<file path="config.mk">
export PLATFORM = sky130hd
export DESIGN_NAME = mem_arbiter
export DESIGN_NICKNAME = d
export VERILOG_FILES = /design/src/rtl/mem_arb_pkg.sv /design/src/rtl/arb_rr_select.sv /design/src/rtl/mem_arbiter.sv
export SDC_FILE = /design/constraint.sdc
export NUM_CORES = 1
export LEC_CHECK = 0
export ABC_AREA = 1
export CORE_AREA = 2 2 334 336
export CTS_CLUSTER_SIZE = 10
export DETAILED_ROUTE_END_ITERATION = 8
export DIE_AREA = 0 0 336 338
export PLACE_DENSITY = 0.45
export RECOVER_POWER = 50
export SKIP_LAST_GASP = 1
export SLEW_MARGIN = 20
export SYNTH_ARGS = -nofsm -noshare
export SYNTH_HDL_FRONTEND = slang
export SYNTH_SLANG_ARGS = --single-unit
</file>
<file path="constraint.sdc">
create_clock -name clk -period 2.07 [get_ports clk]
set_clock_uncertainty 0.15 [all_clocks]
set_input_delay 0.5175 -clock clk [delete_from_list [all_inputs] [get_ports clk]]
set_output_delay 0.5175 -clock clk [all_outputs]
set_load 0.02 [all_outputs]
</file>
<file path="src/rtl/mem_arb_pkg.sv">
// mem_arb_pkg: shared FSM state, owner and op encodings for the memory-port arbiter
package mem_arb_pkg;
  typedef enum logic [1:0] {IDLE, BUSY, DONE} state_t;
  localparam logic OWN_I = 1'b0;
  localparam logic OWN_D = 1'b1;
  localparam logic OP_RD = 1'b0;
  localparam logic OP_WR = 1'b1;
endpackage

</file>
<file path="src/rtl/arb_rr_select.sv">
// arb_rr_select: combinational winner pick; in i_req/d_req/prio (0=D first), out grant_valid/grant_id
module arb_rr_select
  import mem_arb_pkg::*;
(
  input  logic i_req,
  input  logic d_req,
  input  logic prio,
  output logic grant_valid,
  output logic grant_id
);
  always_comb begin
    grant_valid = i_req | d_req;
    grant_id    = (i_req & d_req) ? (prio ? OWN_I : OWN_D) : (d_req ? OWN_D : OWN_I);
  end
endmodule

</file>
<file path="src/rtl/mem_arbiter.sv">
// mem_arbiter: I/D cache to single memory port arbiter; in i_*/d_* requests, mem_rdata/mem_ready; out registered mem_* strobes, *_ready pulses, *_rdata
module mem_arbiter
  import mem_arb_pkg::*;
#(
  parameter int ADDR_W  = 28,
  parameter int DATA_W  = 128,
  parameter bit WB_LOCK = 1'b1
) (
  input  logic              clk,
  input  logic              cache_reset,
  input  logic              i_read,
  input  logic              i_write,
  input  logic [ADDR_W-1:0] i_addr,
  input  logic [DATA_W-1:0] i_wdata,
  output logic              i_ready,
  output logic [DATA_W-1:0] i_rdata,
  input  logic              d_read,
  input  logic              d_write,
  input  logic [ADDR_W-1:0] d_addr,
  input  logic [DATA_W-1:0] d_wdata,
  output logic              d_ready,
  output logic [DATA_W-1:0] d_rdata,
  output logic              mem_read,
  output logic              mem_write,
  output logic [ADDR_W-1:0] mem_addr,
  output logic [DATA_W-1:0] mem_wdata,
  input  logic [DATA_W-1:0] mem_rdata,
  input  logic              mem_ready
);
  state_t state;
  logic   prio, owner, op;
  logic   i_req, d_req, grant_valid, grant_id, win_wr;
  assign i_req  = i_read ^ i_write;
  assign d_req  = d_read ^ d_write;
  assign win_wr = (grant_id == OWN_D) ? d_write : i_write;
  arb_rr_select u_sel (
    .i_req      (i_req),
    .d_req      (d_req),
    .prio       (prio),
    .grant_valid(grant_valid),
    .grant_id   (grant_id)
  );
  always_ff @(posedge clk) begin
    if (cache_reset) begin
      state     <= IDLE;
      prio      <= 1'b0;
      owner     <= OWN_I;
      op        <= OP_RD;
      mem_read  <= 1'b0;
      mem_write <= 1'b0;
      mem_addr  <= '0;
      mem_wdata <= '0;
      i_ready   <= 1'b0;
      d_ready   <= 1'b0;
      i_rdata   <= '0;
      d_rdata   <= '0;
    end else begin
      case (state)
        IDLE: if (grant_valid) begin
          owner     <= grant_id;
          op        <= win_wr ? OP_WR : OP_RD;
          mem_read  <= ~win_wr;
          mem_write <= win_wr;
          mem_addr  <= (grant_id == OWN_D) ? d_addr : i_addr;
          mem_wdata <= (grant_id == OWN_D) ? d_wdata : i_wdata;
          state     <= BUSY;
        end
        BUSY: if (mem_ready) begin
          mem_read  <= 1'b0;
          mem_write <= 1'b0;
          i_ready   <= (owner == OWN_I);
          d_ready   <= (owner == OWN_D);
          if (op == OP_RD && owner == OWN_I) i_rdata <= mem_rdata;
          if (op == OP_RD && owner == OWN_D) d_rdata <= mem_rdata;
          state     <= DONE;
        end
        DONE: begin
          i_ready <= 1'b0;
          d_ready <= 1'b0;
          // a locked D write-back keeps D first so its refill follows directly
          prio    <= (owner == OWN_D) && !(WB_LOCK && op == OP_WR);
          state   <= IDLE;
        end
        default: state <= IDLE;
      endcase
    end
  end
endmodule

</file>
==> results of run 1 <==
synth_stat cells:
cell / count / area (um^2)
sky130_fd_sc_hd__o21ai_0: 169 / 846
sky130_fd_sc_hd__clkbuf_2: 2 / 10.0
sky130_fd_sc_hd__nor2_1: 516 / 1940
sky130_fd_sc_hd__buf_12: 1 / 20.0
sky130_fd_sc_hd__a31oi_1: 1 / 6.26
sky130_fd_sc_hd__inv_1: 324 / 1220
sky130_fd_sc_hd__a21oi_1: 162 / 811
sky130_fd_sc_hd__nand3_1: 161 / 806
sky130_fd_sc_hd__a211oi_1: 1 / 7.51
sky130_fd_sc_hd__buf_4: 14 / 105
sky130_fd_sc_hd__nand2_1: 487 / 1830
sky130_fd_sc_hd__buf_8: 10 / 150
sky130_fd_sc_hd__inv_2: 3 / 11.3
sky130_fd_sc_hd__buf_1: 4 / 15.0
sky130_fd_sc_hd__nor3_4: 1 / 16.3
sky130_fd_sc_hd__buf_2: 51 / 255
sky130_fd_sc_hd__nor2_4: 1 / 11.3
sky130_fd_sc_hd__nor2_2: 1 / 6.26
sky130_fd_sc_hd__and2_1: 1 / 6.26
sky130_fd_sc_hd__nand2_4: 1 / 11.3
sky130_fd_sc_hd__dfxtp_1: 421 / 8430
sky130_fd_sc_hd__o21ai_1: 87 / 435
sky130_fd_sc_hd__nand2_2: 2 / 12.5
sky130_fd_sc_hd__clkbuf_1: 69 / 259
sky130_fd_sc_hd__buf_6: 19 / 214
repair_timing:
action / 4_1_cts / 5_1_grt
cloned: 0 / 0
setup endpoints to repair: 394 / 22
resized for setup: 613 / 23
setup buffers: 0 / 0
pin swaps: 0 / 0
path summary, 6_finish.rpt:
kind            endpoint  slack, ns   startpoint
max          d_rdata[98]       0.06  d_rdata[98]
min             state[1]       0.27  cache_reset
max reg2reg  mem_addr[8]       0.24     state[1]
min reg2reg      d_ready       0.31      d_ready
power groups by stage:
| stage | sequential (uW) | combinational [uW] | clock, uW |
|---|---|---|---|
| global placement | 9370 | 6350 | 0 |
| CTS | 9200 | 6010 | 9540 |
| global route | 9270 | 6350 | 9830 |
| floorplan | 10100 | 2000 | 0 |
| finish | 9190 | 5790 | 9180 |
| detailed placement | 9390 | 6350 | 0 |
placed cells by master (no fill, tap or decap), types with 62 or more instances in the layout:
cell type / n
sky130_fd_sc_hd__dlygate4sd2_1: 249
sky130_fd_sc_hd__a21oi_1: 162
sky130_fd_sc_hd__nand2_1: 487
sky130_fd_sc_hd__nand3_1: 161
sky130_fd_sc_hd__dfxtp_1: 415
sky130_fd_sc_hd__clkdlybuf4s15_2: 68
sky130_fd_sc_hd__o21ai_1: 74
sky130_fd_sc_hd__clkdlybuf4s50_1: 444
sky130_fd_sc_hd__o21ai_0: 182
sky130_fd_sc_hd__nor2_1: 516
sky130_fd_sc_hd__inv_1: 322
sky130_fd_sc_hd__clkdlybuf4s15_1: 63
sky130_fd_sc_hd__buf_4: 62
stage by stage:
stage	worst slack (ns)	setup TNS (ns)
finish	0.0559	0
global route	0.0000157	0
CTS	-0.154	-0.154
detailed placement	-0.389	-95.86
global placement	-0.360	-95.59
floorplan	0.353	0
cell type report:
cell class,instances,area (um^2)
Clock inverter,11,143
Fill cell,12300,80700
Inverter,327,1240
Antenna cell,3,7.51
Clock buffer,75,1520
Timing Repair Buffer,974,9360
Multi-Input combinational cell,1591,6750
Sequential cell,421,8440
Tap cell,1488,1860
registers in the layout (all words and copies together) (netlist names):
register / flops
i_ready: 1
owner: 1
prio: 1
op: 1
i_rdata: 128
d_ready: 1
mem_read: 1
mem_write: 1
state: 2
mem_wdata: 128
mem_addr: 28
d_rdata: 128
routing by layer:
metal  up-vias  part of all wire, %  wire, um  track usage, %
met1      8327                   40     36100            17.3
met2       643                   49     43900            27.2
li1       9444                    -         -               -
met3       126                  7.9      7010            4.43
met4         0                  2.3      2040            3.49
met5         -                    0         0               0
cells by family after synthesis:
logic type             count (synthesis)
flip-flops                           421
AO/OA/AOI/OAI                        420
buffers and inverters                497
AND/OR/NAND/NOR                     1171
tightest hold or removal path, delay by kind of cell:
family	cells	cell delay [ns]
buffers and inverters	2	0.33
and+or+nand+nor	1	0.13
==> impl_metrics.ini, run 1 <==
[outcome]
run_status = completed

[global_routing]
grt_start_max_net_pins = 91
grt.total_usage_pct = 15.0
globalRouteOverflowTotal = 0
grt_first_pass_wirelength_um = 127000
antenna_found_initial = 18
vias_in_the_first_global_route = 18100

[setup_path]
critPathRequiredTime_ns = 1.40
cp-end-kind = output pin
worstRegToRegCells = 8
cp_num_buf_inv = 1
slowest_delay_ns = 0.39
worst-setup-path-type = reg -> out
crit_path_cell_trace = dlygate4sd2_1
timing.critical_path.fanout_max = 2
critPathTopFamily = buffers and inverters
cell_at_the_slowest_stage_of_the_critical_path = sky130_fd_sc_hd__dlygate4sd2_1
total_number_of_cells_along_the_worst_setup_path = 1
cp-start-kind = flop
worst-endpoint-arrival_ns = 1.35

[logic_synthesis]
post_synth_xor_area_fraction_pct = 0
postSynthNetCount = 2956
synth_cell_type_count = 25
synth_top_family_by_area = simple AND/OR/NAND/NOR gates
synth_area_in_adders_pct = 0
synth_cells = 2509
synthSimpleGateAreaFrac_pct = 26.6
synth.yosys.warnings = 0
netlist_area_um2 = 17400
post_synth.cell_area_avg_um2 = 6.94
synth.mux.area_fraction_pct = 0
synth-seq-cells = 421
synth_compound_gate_area_share_pct = 12.1
synth-seq-area-share_pct = 48.4

[floorplan]
die_width_um = 336
core_area_um2 = 110000
initial_core_util_pct = 15.8
io-pin-count = 863
dieHeight_um = 338
number_of_rows_created_at_floorplan = 122
floorplan.die_area_um2 = 114000

[power]
vdd_drop_max_mv = 0.558
sequentialPowerShare_pct = 38.0
fin_total_pwr_uw = 24200
switchingPower_uw = 7620
share_comb_of_total_power_pct = 24.0
power.share.clock_pct = 38.0
pwr_density_cell_nw_per_um2 = 824
swShare_pct = 31.5
leakage_uw = 0.0140
internal_power_uw = 16500

[finish]
layout.core_utilization_pct = 26.6
postLayoutCellArea_um2 = 29300
area_growth_syn_to_layout_pct = 68.3
final_cell_count_no_fill = 4890
design.final.nets = 3816
layout-drive-gt1-share_pct = 8.68

[route]
dr.first_iter.drc_count = 855
drc = 0
drt-wirelength-per-cell_um = 18.2
route.vias.total = 18500
detail-route-antenna-nets = 0
drtPass1Iterations = 5
via_per_inst = 3.79
finalWirelength_um = 89100

[sta]
pins_over_slew_limit = 0
slew_headroom_pct = 63.2
finalWorstPathRequiredPeriod_ns = 2.01
grt_setup_unrepaired = no
finalHoldWorstSlack_ns = 0.271
tightest_slew_ns = 0.553
layout_worst_path_cycle_share_pct = 97.3
report.final.hold_viol_count = 0
fmax_ghz = 0.496
setup_viol = 0

[place]
place.detailed.instances = 4801
place.detailed.hpwl_um = 70500
gp_congestion = 0.819
area_of_placed_instances_um2 = 28200
port-buffer-count = 862

[run]
drv.max_cap_violation_count = 0

[clock_network]
cts_sinks = 421
htree_num_levels = 2
worst_setup_hold_path_clk_slew_ns = 0.05
tritoncts = done
clk-insertion-delay-late_ns = 0.63
post_cts_hold_buffer_count = 0
clockRootBuffer = sky130_fd_sc_hd__clkbuf_16
cts_buf_count = 54
ctsLongestPathBuffers = 3

[hold_path]
hold-path-cell-count = 3
min_path_type = in -> reg
(Power assumes the default switching activity.)
==> inputs of run 2 (changes only) <==
--- a/config.mk
+++ b/config.mk
@@ -6,10 +6,12 @@
 export NUM_CORES = 1
 export LEC_CHECK = 0
 export ABC_AREA = 1
+export ABC_CLOCK_PERIOD_IN_PS = 2070
 export CORE_AREA = 2 2 334 336
 export CTS_CLUSTER_SIZE = 10
 export DETAILED_ROUTE_END_ITERATION = 8
 export DIE_AREA = 0 0 336 338
+export MAX_ROUTING_LAYER = met4
 export PLACE_DENSITY = 0.45
 export RECOVER_POWER = 50
 export SKIP_LAST_GASP = 1
==> impl_metrics.ini, run 2 (synthesis gave the netlist of run 1 again) <==
[outcome]
run_status = completed

[sta]
pins_over_slew_limit = 0
slew_headroom_pct = 63.3
layout_worst_path_cycle_share_pct = 97.2
grt_setup_unrepaired = no
report.final.hold_viol_count = 0
finalHoldWorstSlack_ns = 0.267
fin_ws_ns = 0.0590
tightest_slew_ns = 0.550
finalWorstPathRequiredPeriod_ns = 2.01
setup_viol = 0
fmax_ghz = 0.497

[clock_network]
tritoncts = done
htree_num_levels = 2
clockRootBuffer = sky130_fd_sc_hd__clkbuf_16
clk-insertion-delay-late_ns = 0.63
ctsLongestPathBuffers = 3
cts_sinks = 421
cts_buf_count = 54
post_cts_hold_buffer_count = 0
worst_setup_hold_path_clk_slew_ns = 0.05

[place]
port-buffer-count = 862
place.detailed.hpwl_um = 70500
gp_congestion = 0.831
detailedPlace.worstSlack_ns = -0.389

[global_routing]
globalRouteOverflowTotal = 0
grt_first_pass_wirelength_um = 127000
vias_in_the_first_global_route = 18200
grt.total_usage_pct = 15.5
grt_start_max_net_pins = 91
antenna_found_initial = 18

[route]
finalWirelength_um = 89100
drtPass1Iterations = 5
dr.first_iter.drc_count = 901
route.vias.total = 18600
drc = 0
detail-route-antenna-nets = 0
drt-wirelength-per-cell_um = 18.2
via_per_inst = 3.79

[finish]
largestRegisters = d_rdata x128, i_rdata x128, mem_wdata x128
design.final.nets = 3816
area_growth_syn_to_layout_pct = 68.3
most_frequent_standard_cell_in_the_layout_excluding_fill_and_tap_cells = sky130_fd_sc_hd__nor2_1
most-common-layout-cells = 516 x sky130_fd_sc_hd__nor2_1, 487 x sky130_fd_sc_hd__nand2_1, 444 x sky130_fd_sc_hd__clkdlybuf4s50_1
layout-drive-gt1-share_pct = 8.65

[floorplan]
die_width_um = 336
io-pin-count = 863
initial_core_util_pct = 15.8
number_of_rows_created_at_floorplan = 122
floorplan.die_area_um2 = 114000
core_area_um2 = 110000
dieHeight_um = 338

[setup_path]
critPathRequiredTime_ns = 1.40
worst-setup-path-type = reg -> out
timing.critical_path.fanout_max = 2
cp-end-kind = output pin
worst-endpoint-arrival_ns = 1.34
cp_num_buf_inv = 1
cp-start-kind = flop
crit_path_cell_trace = dlygate4sd2_1
critPathTopFamily = buffers and inverters
slowest_delay_ns = 0.39
cell_at_the_slowest_stage_of_the_critical_path = sky130_fd_sc_hd__dlygate4sd2_1

[hold_path]
min_path_type = in -> reg

[power]
leakage_uw = 0.0140
vdd_drop_max_mv = 0.553
pwr_density_cell_nw_per_um2 = 824

[run]
drv.max_cap_violation_count = 0
run 2: final timing paths:
kind,slack [ns],startpoint,cells past startpoint,end
worst max-delay path,0.06,d_rdata[98],1,d_rdata[98]
worst min-delay path,0.27,cache_reset,3,state[1]
worst max register to register,0.26,state[1],9,mem_wdata[67]
worst min register to register,0.31,d_ready,2,d_ready
run 2: where the power goes:
group / switching [uW] / total (uW) / internal, uW / leakage [uW]
registers: 386 / 9190 / 8800 / 0.00345
clock network: 3850 / 9170 / 5320 / 0.000806
logic: 3380 / 5800 / 2420 / 0.00976
run 2: area by class of cell:
type | instances | area [um^2]
antenna | 3 | 7.51
clock buffer | 75 | 1520
clock inverter | 11 | 143
fill | 12300 | 80700
inverter | 327 | 1240
multi-input combinational | 1591 | 6750
sequential | 421 | 8440
tap | 1488 | 1860
timing repair buffer | 974 | 9360
run 2: metrics by stage:
step                power, uW  util, %  setup TNS, ns  std cells  area, um^2
finish                  24200     26.6              0       4890       29300
global route            25400     26.6              0       4888       29300
floorplan               12100        -              0       2509       17400
detailed placement      15700     25.6         -95.86       4801       28200
CTS                     24800     26.9         -0.154       4887       29600
global placement        15700     25.6         -95.59       4801       28200
run 2: per-layer routing:
metal,wire length [um],part of all wire (%),global-route usage (%)
met1,36400,41,17.6
met2,44000,49,27.1
met3,6710,7.5,4.18
met4,1990,2.2,3.47
met5,0,0,-
run 2: timing repair:
| action | in CTS | in global routing |
|---|---|---|
| resized for setup | 613 | 24 |
| endpoints found under the setup margin | 394 | 23 |
| setup buffers | 0 | 0 |
==> inputs of run 3 (changes only) <==
--- a/config.mk
+++ b/config.mk
@@ -6,7 +6,7 @@
 export NUM_CORES = 1
 export LEC_CHECK = 0
 export ABC_AREA = 1
-export ABC_CLOCK_PERIOD_IN_PS = 2070
+export ABC_CLOCK_PERIOD_IN_PS = 1900
 export CORE_AREA = 2 2 334 336
 export CTS_CLUSTER_SIZE = 10
 export DETAILED_ROUTE_END_ITERATION = 8
@@ -19,3 +19,4 @@
 export SYNTH_ARGS = -nofsm -noshare
 export SYNTH_HDL_FRONTEND = slang
 export SYNTH_SLANG_ARGS = --single-unit
+export TNS_END_PERCENT = 10
==> constraint.sdc (replaced) <==
create_clock -name clk -period 1.9 [get_ports clk]
set_clock_uncertainty 0.15 [all_clocks]
set_input_delay 0.475 -clock clk [delete_from_list [all_inputs] [get_ports clk]]
set_output_delay 0.475 -clock clk [all_outputs]
set_load 0.02 [all_outputs]
==> impl_metrics.ini, run 3 (synthesis gave the netlist of run 1 again) <==
[run]
drv.max_cap_violation_count = 0

[floorplan]
initial_core_util_pct = 15.8
floorplan.die_area_um2 = 114000
number_of_rows_created_at_floorplan = 122
io-pin-count = 863
die_width_um = 336
core_area_um2 = 110000
dieHeight_um = 338

[clock_network]
clk-insertion-delay-late_ns = 0.62
post_cts_hold_buffer_count = 0
ctsLongestPathBuffers = 3
clockRootBuffer = sky130_fd_sc_hd__clkbuf_16
cts_sinks = 421
worst_setup_hold_path_clk_slew_ns = 0.06
cts_buf_count = 53
htree_num_levels = 2
tritoncts = done

[sta]
pins_over_slew_limit = 0
grt_setup_unrepaired = yes
tightest_slew_ns = 0.424
finalHoldWorstSlack_ns = 0.0772
fin_ws_ns = -0.0354
setup_viol = 154
report.final.hold_viol_count = 0
layout_worst_path_cycle_share_pct = 102
finalWorstPathRequiredPeriod_ns = 1.94
slew_headroom_pct = 71.7
fmax_ghz = 0.517

[route]
finalWirelength_um = 89200
dr.first_iter.drc_count = 829
detail-route-antenna-nets = 0
drt-wirelength-per-cell_um = 18.1
via_per_inst = 3.78
drtPass1Iterations = 5
drc = 0
route.vias.total = 18600

[setup_path]
cp-end-kind = output pin
timing.critical_path.fanout_max = 2
cell_at_the_slowest_stage_of_the_critical_path = sky130_fd_sc_hd__dlygate4sd2_1
cp-start-kind = flop
critPathCapture = mem_wdata[60]
worstRegToRegCells = 9
total_number_of_cells_along_the_worst_setup_path = 1
slowest_delay_ns = 0.36
worst-endpoint-arrival_ns = 1.31
critical_path.startpoint = mem_wdata[60]
setup.reg_to_reg.worst_slack_ns = 0.09
critPathRequiredTime_ns = 1.27
cp_num_buf_inv = 1
critPathTopFamily = buffers and inverters
critical_path.reg2reg.startpoint = state[1]
worst-setup-path-type = reg -> out
timing.rr.end = mem_wdata[71]
crit_path_cell_trace = dlygate4sd2_1

[finish]
largestRegisters = d_rdata x128, i_rdata x128, mem_wdata x128
postLayoutCellArea_um2 = 29700
layout-drive-gt1-share_pct = 12.4
area_growth_syn_to_layout_pct = 70.5
most-common-layout-cells = 516 x sky130_fd_sc_hd__nor2_1, 487 x sky130_fd_sc_hd__nand2_1, 445 x sky130_fd_sc_hd__clkdlybuf4s50_1
final.fill_count = 12200
design.final.nets = 3847
most_frequent_standard_cell_in_the_layout_excluding_fill_and_tap_cells = sky130_fd_sc_hd__nor2_1

[global_routing]
globalRouteOverflowTotal = 0
antenna_found_initial = 18
grt_start_max_net_pins = 67
vias_in_the_first_global_route = 18300
grt_first_pass_wirelength_um = 125000
grt.total_usage_pct = 15.5

[place]
place.detailed.hpwl_um = 71900
gp_congestion = 0.832
area_of_placed_instances_um2 = 28600
port-buffer-count = 862

[power]
leakage_uw = 0.0138
pwr_density_cell_nw_per_um2 = 883
vdd_drop_max_mv = 0.590

[outcome]
violations_in_the_final_reports = negative setup slack
run_status = finished with violations

[hold_path]
hold-path-cell-count = 4
min_path_type = in -> reg
run 3: how the worst min path moves through the flow:
stage | end | start | slack, ns
2_1_floorplan | prio | prio | 0.29
3_3_place_gp | d_ready | d_ready | 0.31
3_5_place_dp | d_ready | d_ready | 0.31
4_1_cts | d_rdata[32] | cache_reset | 0.02
5_1_grt | i_rdata[16] | cache_reset | 0.07
6_report | d_rdata[32] | cache_reset | 0.08
run 3: repair_timing:
action | 4_1_cts | 5_1_grt
setup endpoints to repair | 388 | 398
buffers inserted | 0 | 0
gates resized for setup | 865 | 62
run 3: power breakdown:
group          switching, uW  leakage [uW]  internal [uW]  total, uW
Sequential               468       0.00345           9600      10100
Combinational           3700       0.00956           2850       6550
Clock                   4080      0.000777           5550       9640
run 3: area by class of cell:
cell class	count	area, um^2	share of cell area (%)
tap	1488	1860	6.27
timing repair buffer	1006	9790	33.0
clock inverter	11	148	0.497
antenna	7	17.5	0.0589
sequential	421	8440	28.4
clock buffer	73	1450	4.88
multi-input combinational	1591	6760	22.7
inverter	327	1240	4.19
run 3: layer usage:
metal / wire, um / GRT usage (%) / vias to the layer above / part of all wire [%]
met1: 37000 / 17.6 / 8297 / 42
li1: - / - / 9534 / -
met5: 0 / - / - / 0
met4: 2950 / 5.54 / 0 / 3.3
met3: 6380 / 4.20 / 137 / 7.1
met2: 42900 / 26.2 / 657 / 48
run 3: stage by stage:
stage | TNS (ns) | setup slack, ns | util [%] | power (uW) | std cells
floorplan | 0 | 0.225 | - | 13200 | 2509
global route | -27.35 | -0.101 | 27.0 | 27700 | 4922
finish | -1.57 | -0.0354 | 27.0 | 26200 | 4924
global placement | -155.17 | -0.556 | 26.0 | 17400 | 4833
detailed placement | -152.46 | -0.538 | 26.0 | 17400 | 4833
CTS | -25.72 | -0.0972 | 27.3 | 26900 | 4917
